File: src/rtl/perf_halt_monitor.sv
`default_nettype none
// ============================================================================
//  Module      : perf_halt_monitor
//  Description : Run/halt performance monitor. Counts cycles and retired
//                instructions while running, halts on a write to a trigger
//                address, and latches the first write seen on each of
//                NWATCH watched data-bus addresses.
//  Revision    : 1.0  initial release
// ============================================================================
module perf_halt_monitor #(
    parameter int                ADDR_W    = 24,
    parameter int                DATA_W    = 32,
    parameter int                CNT_W     = 32,
    parameter int                NWATCH    = 2,
    parameter logic [ADDR_W-1:0] HALT_ADDR = {ADDR_W{1'b1}},
    parameter int                SAT_MODE  = 1
) (
    input  logic                     i_clk,
    input  logic                     i_rst,
    input  logic                     i_clk_en,
    input  logic                     i_retire,
    input  logic [ADDR_W-1:0]        i_daddr,
    input  logic                     i_dwr,
    input  logic [DATA_W-1:0]        i_ddata,
    input  logic [NWATCH*ADDR_W-1:0] i_watch_addr,
    input  logic [NWATCH-1:0]        i_watch_en,
    input  logic                     i_cnt_clr,
    input  logic                     i_resume,
    output logic [CNT_W-1:0]         o_cycle_cnt,
    output logic [CNT_W-1:0]         o_instr_cnt,
    output logic                     o_halt,
    output logic                     o_sat,
    output logic [NWATCH-1:0]        o_watch_hit,
    output logic [NWATCH*DATA_W-1:0] o_watch_data
);

    localparam logic [CNT_W-1:0] C_CNT_ONE = {{(CNT_W-1){1'b0}}, 1'b1};
    localparam bit               C_SAT     = (SAT_MODE != 0);

    typedef enum logic [0:0] {
        ST_RUN    = 1'b0,
        ST_HALTED = 1'b1
    } state_t;

    state_t             r_state;
    state_t             w_state_nxt;
    logic               r_halt;
    logic               w_run;
    logic               w_halt_evt;

    logic [CNT_W-1:0]   r_cyc;
    logic [CNT_W-1:0]   r_ins;
    logic [CNT_W-1:0]   w_cyc_nxt;
    logic [CNT_W-1:0]   w_ins_nxt;
    logic               w_cyc_ovf;
    logic               w_ins_ovf;
    logic               r_sat;
    logic               w_sat_nxt;

    assign w_run      = (r_state == ST_RUN);
    assign w_halt_evt = w_run && i_dwr && (i_daddr == HALT_ADDR);

    // ------------------------------------------------------------------
    // Run/halt state machine
    // ------------------------------------------------------------------

    // State register; the halt flag is registered alongside the state so
    // that o_halt comes straight from a flop.
    always_ff @(posedge i_clk) begin
        if (i_rst) begin
            r_state <= ST_RUN;
            r_halt  <= 1'b0;
        end else if (i_clk_en) begin
            r_state <= w_state_nxt;
            r_halt  <= (w_state_nxt == ST_HALTED);
        end
    end

    // Next-state logic: halt-address write stops, resume restarts.
    always_comb begin
        w_state_nxt = r_state;
        case (r_state)
            ST_RUN: begin
                if (w_halt_evt) begin
                    w_state_nxt = ST_HALTED;
                end
            end
            ST_HALTED: begin
                if (i_resume) begin
                    w_state_nxt = ST_RUN;
                end
            end
            default: begin
                w_state_nxt = ST_RUN;
            end
        endcase
    end

    // ------------------------------------------------------------------
    // Performance counters
    // ------------------------------------------------------------------

    // Next counter values; a clear beats any increment, and an increment
    // at all-ones either holds or wraps depending on SAT_MODE.
    always_comb begin
        w_cyc_nxt = r_cyc;
        w_ins_nxt = r_ins;
        w_cyc_ovf = 1'b0;
        w_ins_ovf = 1'b0;
        if (i_cnt_clr) begin
            w_cyc_nxt = '0;
            w_ins_nxt = '0;
        end else begin
            if (w_run) begin
                if (&r_cyc) begin
                    w_cyc_ovf = 1'b1;
                    w_cyc_nxt = C_SAT ? r_cyc : '0;
                end else begin
                    w_cyc_nxt = r_cyc + C_CNT_ONE;
                end
            end
            if (w_run && i_retire) begin
                if (&r_ins) begin
                    w_ins_ovf = 1'b1;
                    w_ins_nxt = C_SAT ? r_ins : '0;
                end else begin
                    w_ins_nxt = r_ins + C_CNT_ONE;
                end
            end
        end
        w_sat_nxt = i_cnt_clr ? 1'b0 : (r_sat | w_cyc_ovf | w_ins_ovf);
    end

    // Counter and sticky saturation flag registers.
    always_ff @(posedge i_clk) begin
        if (i_rst) begin
            r_cyc <= '0;
            r_ins <= '0;
            r_sat <= 1'b0;
        end else if (i_clk_en) begin
            r_cyc <= w_cyc_nxt;
            r_ins <= w_ins_nxt;
            r_sat <= w_sat_nxt;
        end
    end

    assign o_cycle_cnt = r_cyc;
    assign o_instr_cnt = r_ins;
    assign o_sat       = r_sat;
    assign o_halt      = r_halt;

    // ------------------------------------------------------------------
    // Write-watch channels: each latches the data of its first matching
    // write and then ignores further matches until reset. Capture runs in
    // both RUN and HALTED.
    // ------------------------------------------------------------------
    for (genvar k = 0; k < NWATCH; k++) begin : g_watch
        logic              r_hit;
        logic [DATA_W-1:0] r_data;
        logic              w_hit;

        assign w_hit = i_dwr && i_watch_en[k] && !r_hit &&
                       (i_daddr == i_watch_addr[k*ADDR_W +: ADDR_W]);

        // Sticky hit flag and first-write data capture for this channel.
        always_ff @(posedge i_clk) begin
            if (i_rst) begin
                r_hit  <= 1'b0;
                r_data <= '0;
            end else if (i_clk_en && w_hit) begin
                r_hit  <= 1'b1;
                r_data <= i_ddata;
            end
        end

        assign o_watch_hit[k]                 = r_hit;
        assign o_watch_data[k*DATA_W +: DATA_W] = r_data;
    end

endmodule
`default_nettype wire

File: config.mk
export PLATFORM = sky130hd
export DESIGN_NAME = perf_halt_monitor
export DESIGN_NICKNAME = d
export VERILOG_FILES = /design/src/rtl/perf_halt_monitor.sv
export SDC_FILE = /design/constraint.sdc
export NUM_CORES = 1
export LEC_CHECK = 0
export ABC_AREA = 1
export BUFFER_PORTS_ARGS = -buffer_cell sky130_fd_sc_hd__buf_4
export CAP_MARGIN = 20
export CORE_AREA = 5 5 142 144
export CTS_CLUSTER_SIZE = 28
export DETAILED_ROUTE_END_ITERATION = 8
export DIE_AREA = 0 0 147 149
export GPL_ROUTABILITY_DRIVEN = 0
export GPL_TIMING_DRIVEN = 0
export MAX_ROUTING_LAYER = met4
export PLACE_DENSITY_LB_ADDON = 0.12
export SLEW_MARGIN = 25
export SYNTH_ARGS = -nofsm -noshare
export SYNTH_HDL_FRONTEND = slang
export SYNTH_SLANG_ARGS = --single-unit
export TNS_END_PERCENT = 100
File: constraint.sdc
create_clock -name i_clk -period 3.7 [get_ports i_clk]
set_clock_uncertainty 0.15 [all_clocks]
set_input_delay 0.37 -clock i_clk [delete_from_list [all_inputs] [get_ports i_clk]]
set_output_delay 0.37 -clock i_clk [all_outputs]
set_load 0.005 [all_outputs]
==> flow_summary.yaml, run 1 <==
floorplan:
  dieHeight_um: 149
  die_area_um2: 21900
  core.rowCount: 50
  coreArea_um2: 18580
  initial_core_util: 0.4428
  die_w_um: 147
  num_io_pins: 245
place:
  dpl.hpwl_mm: 21.28
  place_inst: 1839
  port_buffers: 242
sta:
  timing.slew.headroom: 0.5723
  min_period_over_period: 0.6420
  hold_viol_final: 0
  period_needed_ns: 2.375
  rsz0062_at_grt: "no"
  fin_tns_setup_ns: 0
  drv_slew: 0
  fmax_mhz: 421.0
  setup_viol: 0
  worstMarginPinSlew_ns: 0.6416
clock_network:
  clkSinkCount: 132
  hold_buffers: 0
  cts_tree: "built"
  cts_resized: 0
  post-cts-setup-buffer-count: 0
  cts_buffers: 17
  clk_pin_slew_worst_paths_ns: 0.06
  clk_latency_ns: 0.44
  clockBufferDepth: 2
  root_buffer: "clkbuf_16"
  htreeDepth: 4
critical_path:
  crit_top_cell: "nor2_1"
  critPathMaxStageDelay_ns: 0.52
  path_delay_family: "simple AND/OR/NAND/NOR gates"
  crit_fanout: 10
  required_ns: 3.85
  cp-end-kind: "flop"
  critPathKind: "flop to flop"
  cp-start-kind: "flop"
  crit_chain: "ha_1 > inv_2 > nor2_1 > nand2_1 > nor2_4 > nand2_2 > a21oi_2 > buf_6 > nor2_1 > nor2_1 > nor2_1"
  cp_slowest_cell: "dfxtp_1"
  cp.arrival_ns: 2.53
  crit_buf_inv: 2
power_and_ir_drop:
  p_leak_nw: 4.830
  p_int_w: 0.002587
  pwr-share-seq: 0.412
  power_switching_w: 0.0009031
  ir_drop_v: 0.0003514
  power_frac_clock: 0.486
  switching_share: 0.2587
  p_comb_frac: 0.102
  power_density_nw_per_um2: 319.5
drt:
  totalWireLength_mm: 26.84
  drtAntennaViolNets: 0
  first_pass_iters: 5
  vias: 9219
  drc: 0
  drtIter0Drc: 448
  via_per_inst: 4.925
  routedWlPerCell_um: 14.33
run:
  drv_cap: 0
final_layout:
  area_delta_synth_final_pct: 32.76
  layout_common_cells: "nand2_1 (373), nor2_1 (341), buf_4 (246)"
  final_common_cell: "nand2_1"
  layout.nets: 1739
  finalNonFillerCells: 1872
  drive_gt1_frac: 0.2144
yosys:
  synth_top_cell_by_area: "dfxtp_1"
  synth_area_leaders: "dfxtp_1 (32%), nand2_1 (17%), nor2_1 (16%), nand4_1 (7.0%), inv_1 (6.4%)"
  netlist_area_um2: 8228
  synth_seq_area_share: 0.3212
  syn_nets: 1478
  avgSynthCellArea_um2: 6.037
  synth_cell_types: 32
  syn_inst: 1363
  ys_warn_count: 0
  yosysTopAreaCellShare: 0.3212
  synth_seq_cells: 132
run_status:
  outcome: "completed"
hold_path:
  min_path_type: "input pin to flop"
grt:
  grt_remaining_overflow: 0
  grt_pass1_wl_mm: 42.88
  grt_max_degree: 17
  grtUsageTotal: 0.2487
  grt_pass1_vias: 8689
  antenna_found_initial: 1
[worst register-to-register path, delay by kind of cell (launching register included)]
| family | cells | cell delay, ns |
|---|---|---|
| buf+inv | 2 | 0.26 |
| simple gates | 7 | 0.73 |
| compound gates | 1 | 0.22 |
| fa+ha+maj | 1 | 0.39 |
| flops | 1 | 0.52 |
[path summary, 6_finish.rpt]
path | start | end | slack, ns | cells after the start
max | o_cycle_cnt[0] | o_cycle_cnt[28] | 1.32 | 11
min | i_resume | o_halt | 0.05 | 4
max reg2reg | o_cycle_cnt[0] | o_cycle_cnt[28] | 1.32 | 11
min reg2reg | g_watch[0].r_data[22] | g_watch[0].r_data[22] | 0.33 | 2
[synth_stat cells (all sizes together)]
cell	number
clkbuf	26
xnor2	5
o21ai	14
nand2	386
buf	35
ha	2
a21oi	40
or2	1
a31oi	1
inv	148
xor2	42
nor3	11
nand3	65
dfxtp	132
nor2	360
nand4	92
clkinv	1
nor3b	2
[power by group through the flow]
stage | Clock (W) | Combinational (W) | Sequential [W]
finish | 0.00169 | 0.000358 | 0.00144
global route | 0.00179 | 0.000396 | 0.00144
CTS | 0.00171 | 0.000357 | 0.00144
detailed placement | 0 | 0.000356 | 0.00147
global placement | 0 | 0.000353 | 0.00147
floorplan | 0 | 0.000185 | 0.00147
[registers in the layout (all words and copies together) (netlist names)]
name,count
g_watch.r_data,64
o_cycle_cnt,32
o_instr_cnt,32
g_watch.r_hit,2
o_halt,1
o_sat,1
[per-stage QoR]
stage | util | total power [W] | area, um2 | setup slack (ns) | hold slack (ns)
3_5_place_dp | 0.5564 | 0.001826 | 10340 | 1.364 | 0.3227
5_1_grt | 0.5879 | 0.003625 | 10920 | 1.144 | 0.07849
3_3_place_gp | 0.5564 | 0.001823 | 10340 | 1.411 | 0.3123
4_1_cts | 0.5877 | 0.003507 | 10920 | 1.337 | 0.04868
6_report | 0.5879 | 0.003490 | 10920 | 1.325 | 0.05467
2_1_floorplan | - | 0.001652 | 8228 | 1.751 | 0.3118
[cell type report]
cell class	instances	area, um2
antenna	1	2.502
buffer	61	350.3
clock buffer	18	429.2
clock inverter	14	153.9
fill	1846	7657
inverter	149	559.3
multi-input combinational	1021	4676
sequential	132	2643
tap	234	292.8
timing repair buffer	242	1817
[cell families after synthesis]
| logic type | after synthesis | synth area share |
|---|---|---|
| AOI/OAI and AO/OA | 55 | 0.03771 |
| xor gates and xnor gates | 47 | 0.05003 |
| adders and majority gates | 2 | 0.003041 |
| buffers and inverters | 210 | 0.1106 |
| DFF | 132 | 0.3212 |
| and+or+nand+nor | 917 | 0.4775 |
[layer usage]
layer / track usage / up-vias / part of all wire
met3: 0.08356 / 44 / 0.086
met5: - / - / 0
met1: 0.2884 / 4083 / 0.42
met4: 0.07829 / 0 / 0.024
li1: - / 4776 / -
met2: 0.4095 / 316 / 0.47
Power figures use the tool's default switching activity.
==> run 2, diff against run 1 <==
Clock period 3.7 ns to 2.2 ns, I/O delays scaled along.
==> run 2 against run 1 <==
  * Combinational power increased by 80%
  * Global-route usage increased by 0.48 points
  * Sequential share of layout area decreased by 0.61 points
  * Sequential power increased by 68%
  * Critical endpoint is now o_instr_cnt[19]
  * Largest cell class unchanged
==> flow_summary.yaml, run 2 (same netlist as run 1, synthesis figures left out) <==
run_status:
  outcome: "completed"
final_layout:
  top_register: "g_watch.r_data"
  final_common_cell: "nand2_1"
  stdcell_area_um2: 11240
  fin_util: 0.6048
  seq_area_um2: 2650
  area_delta_synth_final_pct: 36.57
  largest_reg_flops: 64
  drive_gt1_frac: 0.2156
  layout_common_cells: "nand2_1 (373), nor2_1 (340), buf_4 (246)"
  layout.nets: 1767
  multi_input_area_um2: 4701
  n_fill_cell: 1799
sta:
  hold_viol_final: 0
  period_needed_ns: 2.069
  fin_tns_setup_ns: 0
  worstMarginPinSlew_ns: 0.6415
  fmax_mhz: 483.3
  min_period_over_period: 0.9405
  rsz0062_at_grt: "no"
  drv_slew: 0
  timing.slew.headroom: 0.5723
  setup_viol: 0
floorplan:
  die_w_um: 147
  core.rowCount: 50
  die_area_um2: 21900
  initial_core_util: 0.4428
  coreArea_um2: 18580
  dieHeight_um: 149
  num_io_pins: 245
clock_network:
  clkSinkCount: 132
  htreeDepth: 4
  clk_pin_slew_worst_paths_ns: 0.06
  cts_tree: "built"
  root_buffer: "clkbuf_16"
  clk_latency_ns: 0.44
  clockBufferDepth: 2
  cts_buffers: 17
grt:
  grtUsageTotal: 0.2535
  grt_pass1_vias: 8859
  grt_max_degree: 17
  grt_pass1_wl_mm: 43.74
  grt_remaining_overflow: 0
  antenna_found_initial: 1
critical_path:
  cp-start-kind: "flop"
  required_ns: 2.38
  cp_slowest_cell: "dfxtp_1"
  crit_chain: "nand2_1 > nor2_1 > nand2_2 > nor2_1 > nand2_1 > nand2_1 > nand2_1 > o21ai_1 > nor2_1"
  crit_start: "o_instr_cnt[2]"
  critPathMaxStageDelay_ns: 0.49
  rrSetupSlack_ns: 0.13
  timing.rr.end: "o_instr_cnt[19]"
  critPathKind: "flop to flop"
  worstSetupEndpoint: "o_instr_cnt[19]"
  cp-end-kind: "flop"
  crit_top_cell: "nand2_1"
  reg2reg_from: "o_instr_cnt[2]"
  cp.arrival_ns: 2.25
  r2r_cells: 9
  crit_fanout: 8
place:
  dpl.hpwl_mm: 21.28
  placed_cell_area_um2: 10340
  port_buffers: 242
drt:
  first_pass_iters: 6
  drtIter0Drc: 402
  routedWlPerCell_um: 14.41
  drtAntennaViolNets: 0
  vias: 9407
  via_per_inst: 4.951
  totalWireLength_mm: 27.38
  drc: 0
power_and_ir_drop:
  p_comb_frac: 0.109
  ir_drop_v: 0.0005883
  p_leak_nw: 4.948
  power_density_nw_per_um2: 526.5
  pwr-share-seq: 0.409
  power_switching_w: 0.001530
  switching_share: 0.2587
  p_int_w: 0.004386
  power.total_w: 0.005916
  power_frac_clock: 0.482
hold_path:
  min_path_type: "input pin to flop"
run:
  drv_cap: 0
run 2: through the flow:
step	std cells	hold slack, ns	setup slack [ns]
after floorplan	1363	0.2516	0.2506
after global placement	1839	0.3123	-0.08910
after detailed placement	1839	0.3227	-0.1365
after CTS	1899	0.002507	0.03015
after global routing	1900	0.01866	0.01074
final	1900	0.006043	0.1309
run 2: worst min path at each step:
stage / end / slack [ns] / depth (start not counted) / from
after floorplan: o_halt / 0.25 / 3 / i_resume
after global placement: g_watch[0].r_data[24] / 0.31 / 2 / g_watch[0].r_data[24]
after detailed placement: g_watch[0].r_data[22] / 0.32 / 2 / g_watch[0].r_data[22]
after CTS: g_watch[1].r_data[25] / 0.003 / 5 / i_ddata[25]
after global routing: g_watch[1].r_data[21] / 0.02 / 5 / i_ddata[21]
final: g_watch[1].r_data[21] / 0.006 / 5 / i_ddata[21]
run 2: power groups by stage:
| stage | sequential (W) | clock [W] | combinational [W] |
|---|---|---|---|
| 6_report | 0.00242 | 0.00285 | 0.000646 |
| 4_1_cts | 0.00242 | 0.00288 | 0.000641 |
| 2_1_floorplan | 0.00247 | 0 | 0.000311 |
| 3_3_place_gp | 0.00247 | 0 | 0.000593 |
| 3_5_place_dp | 0.00247 | 0 | 0.000599 |
| 5_1_grt | 0.00242 | 0.00301 | 0.000714 |
run 2: cell type report:
cell class | instances | area share
multi-input combinational | 1021 | 0.4183
sequential | 132 | 0.2358
timing repair buffer | 270 | 0.1866
inverter | 149 | 0.04977
clock buffer | 18 | 0.03819
buffer | 61 | 0.03129
tap | 234 | 0.02606
clock inverter | 14 | 0.01370
antenna | 1 | 0.0002227
run 2: routing by layer:
layer | up-vias | GRT usage | part of all wire
met5 | - | - | 0
met4 | 0 | 0.08108 | 0.024
met3 | 54 | 0.08356 | 0.089
met2 | 337 | 0.4215 | 0.47
met1 | 4185 | 0.2912 | 0.41
li1 | 4831 | - | -
run 2: what timing repair did:
action,4_1_cts,5_1_grt
setup buffers,0,0
endpoints found under the hold margin,43,0
resized for setup,2,9
hold buffers,28,0
cloned,0,0
setup endpoints to repair,32,55
run 2: critical path, delay by kind of cell, from the launching register on:
family          cells  cell delay [ns]
simple gates        8             1.16
flops               1             0.49
compound gates      1             0.16
==> run 3, diff against run 2 <==
Settings changed: GPL_TIMING_DRIVEN 0 to unset.
==> run 3 against run 2 <==
  * Clock-buffer cell count fell by 1
  * Non-clock buffer count grew 11
  * Global-route usage increased by 0.42 points
  * Clock power is 3% higher
  * Largest cell class unchanged
  * Worst setup slack gained 0.013 ns
  * Register-to-register slack about the same
  * Total power increased by 1.3%
  * Worst hold slack gained 0.0073 ns
  * Largest power group unchanged
  * Critical path type unchanged
  * Core utilization increased by 1.3 points
==> flow_summary.yaml, run 3 (same netlist as run 1, synthesis figures left out) <==
sta:
  hold_viol_final: 0
  hold_ws_ns: 0.01334
  setup_viol: 0
  setup_ws_ns: 0.1435
  fmax_mhz: 486.3
  drv_slew: 0
  worstMarginPinSlew_ns: 0.5441
  timing.slew.headroom: 0.6364
  rsz0062_at_grt: "no"
  period_needed_ns: 2.057
  min_period_over_period: 0.9348
floorplan:
  core.rowCount: 50
  dieHeight_um: 149
  num_io_pins: 245
  coreArea_um2: 18580
  die_area_um2: 21900
  die_w_um: 147
  initial_core_util: 0.4428
place:
  place_ws_ns: -0.004394
  placed_cell_area_um2: 10570
  port_buffers: 244
  dpl.hpwl_mm: 20.67
final_layout:
  seq_area_um2: 2644
  drive_gt1_frac: 0.2393
  top_register: "g_watch.r_data"
  layout_common_cells: "nand2_1 (373), nor2_1 (341), buf_4 (311)"
  largest_reg_flops: 64
  layout.nets: 1778
  n_antenna_cell: 0
  multi_input_area_um2: 4693
  area_delta_synth_final_pct: 39.43
  final_common_cell: "nand2_1"
  fin_util: 0.6174
  stdcell_area_um2: 11470
  n_fill_cell: 1802
drt:
  met2WireLength_mm: 13.10
  drtIter0Drc: 681
  first_pass_iters: 4
  routed.top_layer: "met4"
  drc: 0
  via_per_inst: 4.961
  totalWireLength_mm: 27.84
  vias: 9476
  met1Wirelength_mm: 12.19
  wl_met3_mm: 1.997
  routedWlPerCell_um: 14.57
  drtAntennaViolNets: 0
power_and_ir_drop:
  pwr-share-seq: 0.402
  power.total_w: 0.005992
  power_switching_w: 0.001645
  power_frac_clock: 0.489
  p_leak_nw: 5.198
  p_int_w: 0.004347
  power_density_nw_per_um2: 522.3
  p_comb_frac: 0.109
  ir_drop_v: 0.0005580
  switching_share: 0.2746
grt:
  antenna_found_initial: 0
  grt_max_degree: 65
  grtUsageTotal: 0.2577
  grt_pass1_wl_mm: 45.10
  grt_pass1_vias: 9057
  grt_remaining_overflow: 0
critical_path:
  critPathKind: "flop to flop"
  required_ns: 2.37
  cp-end-kind: "flop"
  cp.arrival_ns: 2.22
  crit_fanout: 8
  cp-start-kind: "flop"
clock_network:
  root_buffer: "clkbuf_16"
  clk_pin_slew_worst_paths_ns: 0.07
  clkSinkCount: 132
  cts_tree: "built"
  htreeDepth: 4
  cts_buffers: 17
  clk_latency_ns: 0.42
  post-cts-setup-buffer-count: 0
  clockBufferDepth: 2
hold_path:
  min_path_type: "input pin to flop"
run_status:
  outcome: "completed"
run:
  drv_cap: 0
run 3: changes by cell type in the layout (fill, tap and decap cells not counted), sizes merged:
cell / delta
buf: +38
clkbuf: -28
inv: +7
clkinvlp: -5
bufinv: -1
diode: -1
run 3: per-stage QoR:
stage,cells,setup TNS [ns]
final,1910,0
after global routing,1910,0
after CTS,1910,0
after detailed placement,1850,-0.004394
after global placement,1850,0
after floorplan,1363,0
run 3: final timing paths:
kind | start | endpoint | slack, ns | cells after the start
max reg2reg | o_instr_cnt[2] | o_instr_cnt[19] | 0.14 | 10
max | o_instr_cnt[2] | o_instr_cnt[19] | 0.14 | 10
min | i_ddata[19] | g_watch[0].r_data[19] | 0.01 | 5
min reg2reg | g_watch[0].r_data[27] | g_watch[0].r_data[27] | 0.33 | 2
run 3: worst max-delay path, cell delays in order, from the launching register on:
cell and delay (ns):
dfxtp_1 0.36, buf_4 0.16, nand2_1 0.08, nor2_1 0.26
nand2_2 0.19, nor2_1 0.29, nand2_1 0.08, nand2_1 0.10
nand2_1 0.06, o21ai_1 0.13, nor2_1 0.07
run 3: final cells by class:
class | instances | area share
clock buffers | 17 | 0.03708
flip-flops and latches | 132 | 0.2304
well taps | 234 | 0.02552
repair buffers | 342 | 0.2332
multi-input cells | 1021 | 0.4091
clock inverters | 15 | 0.01592
inverters | 149 | 0.04875
run 3: power groups by stage:
stage	clock, W	combinational, W	sequential [W]
finish	0.00293	0.000650	0.00241
global route	0.00311	0.000719	0.00241
CTS	0.00300	0.000644	0.00241
detailed placement	0	0.000602	0.00247
global placement	0	0.000598	0.00246
floorplan	0	0.000311	0.00247
run 3: metal layers:
layer  vias to the layer above  GRT usage
li1                       4863          -
met1                      4212     0.3225
met2                       356     0.4176
met3                        45    0.05895
met4                         0    0.07829
met5                         -          -
run 3: repair_timing:
| action | 4_1_cts | 5_1_grt |
|---|---|---|
| resized for setup | 0 | 4 |
| setup endpoints to repair | 0 | 28 |
| hold endpoints to repair | 46 | 0 |
| hold buffers | 28 | 0 |
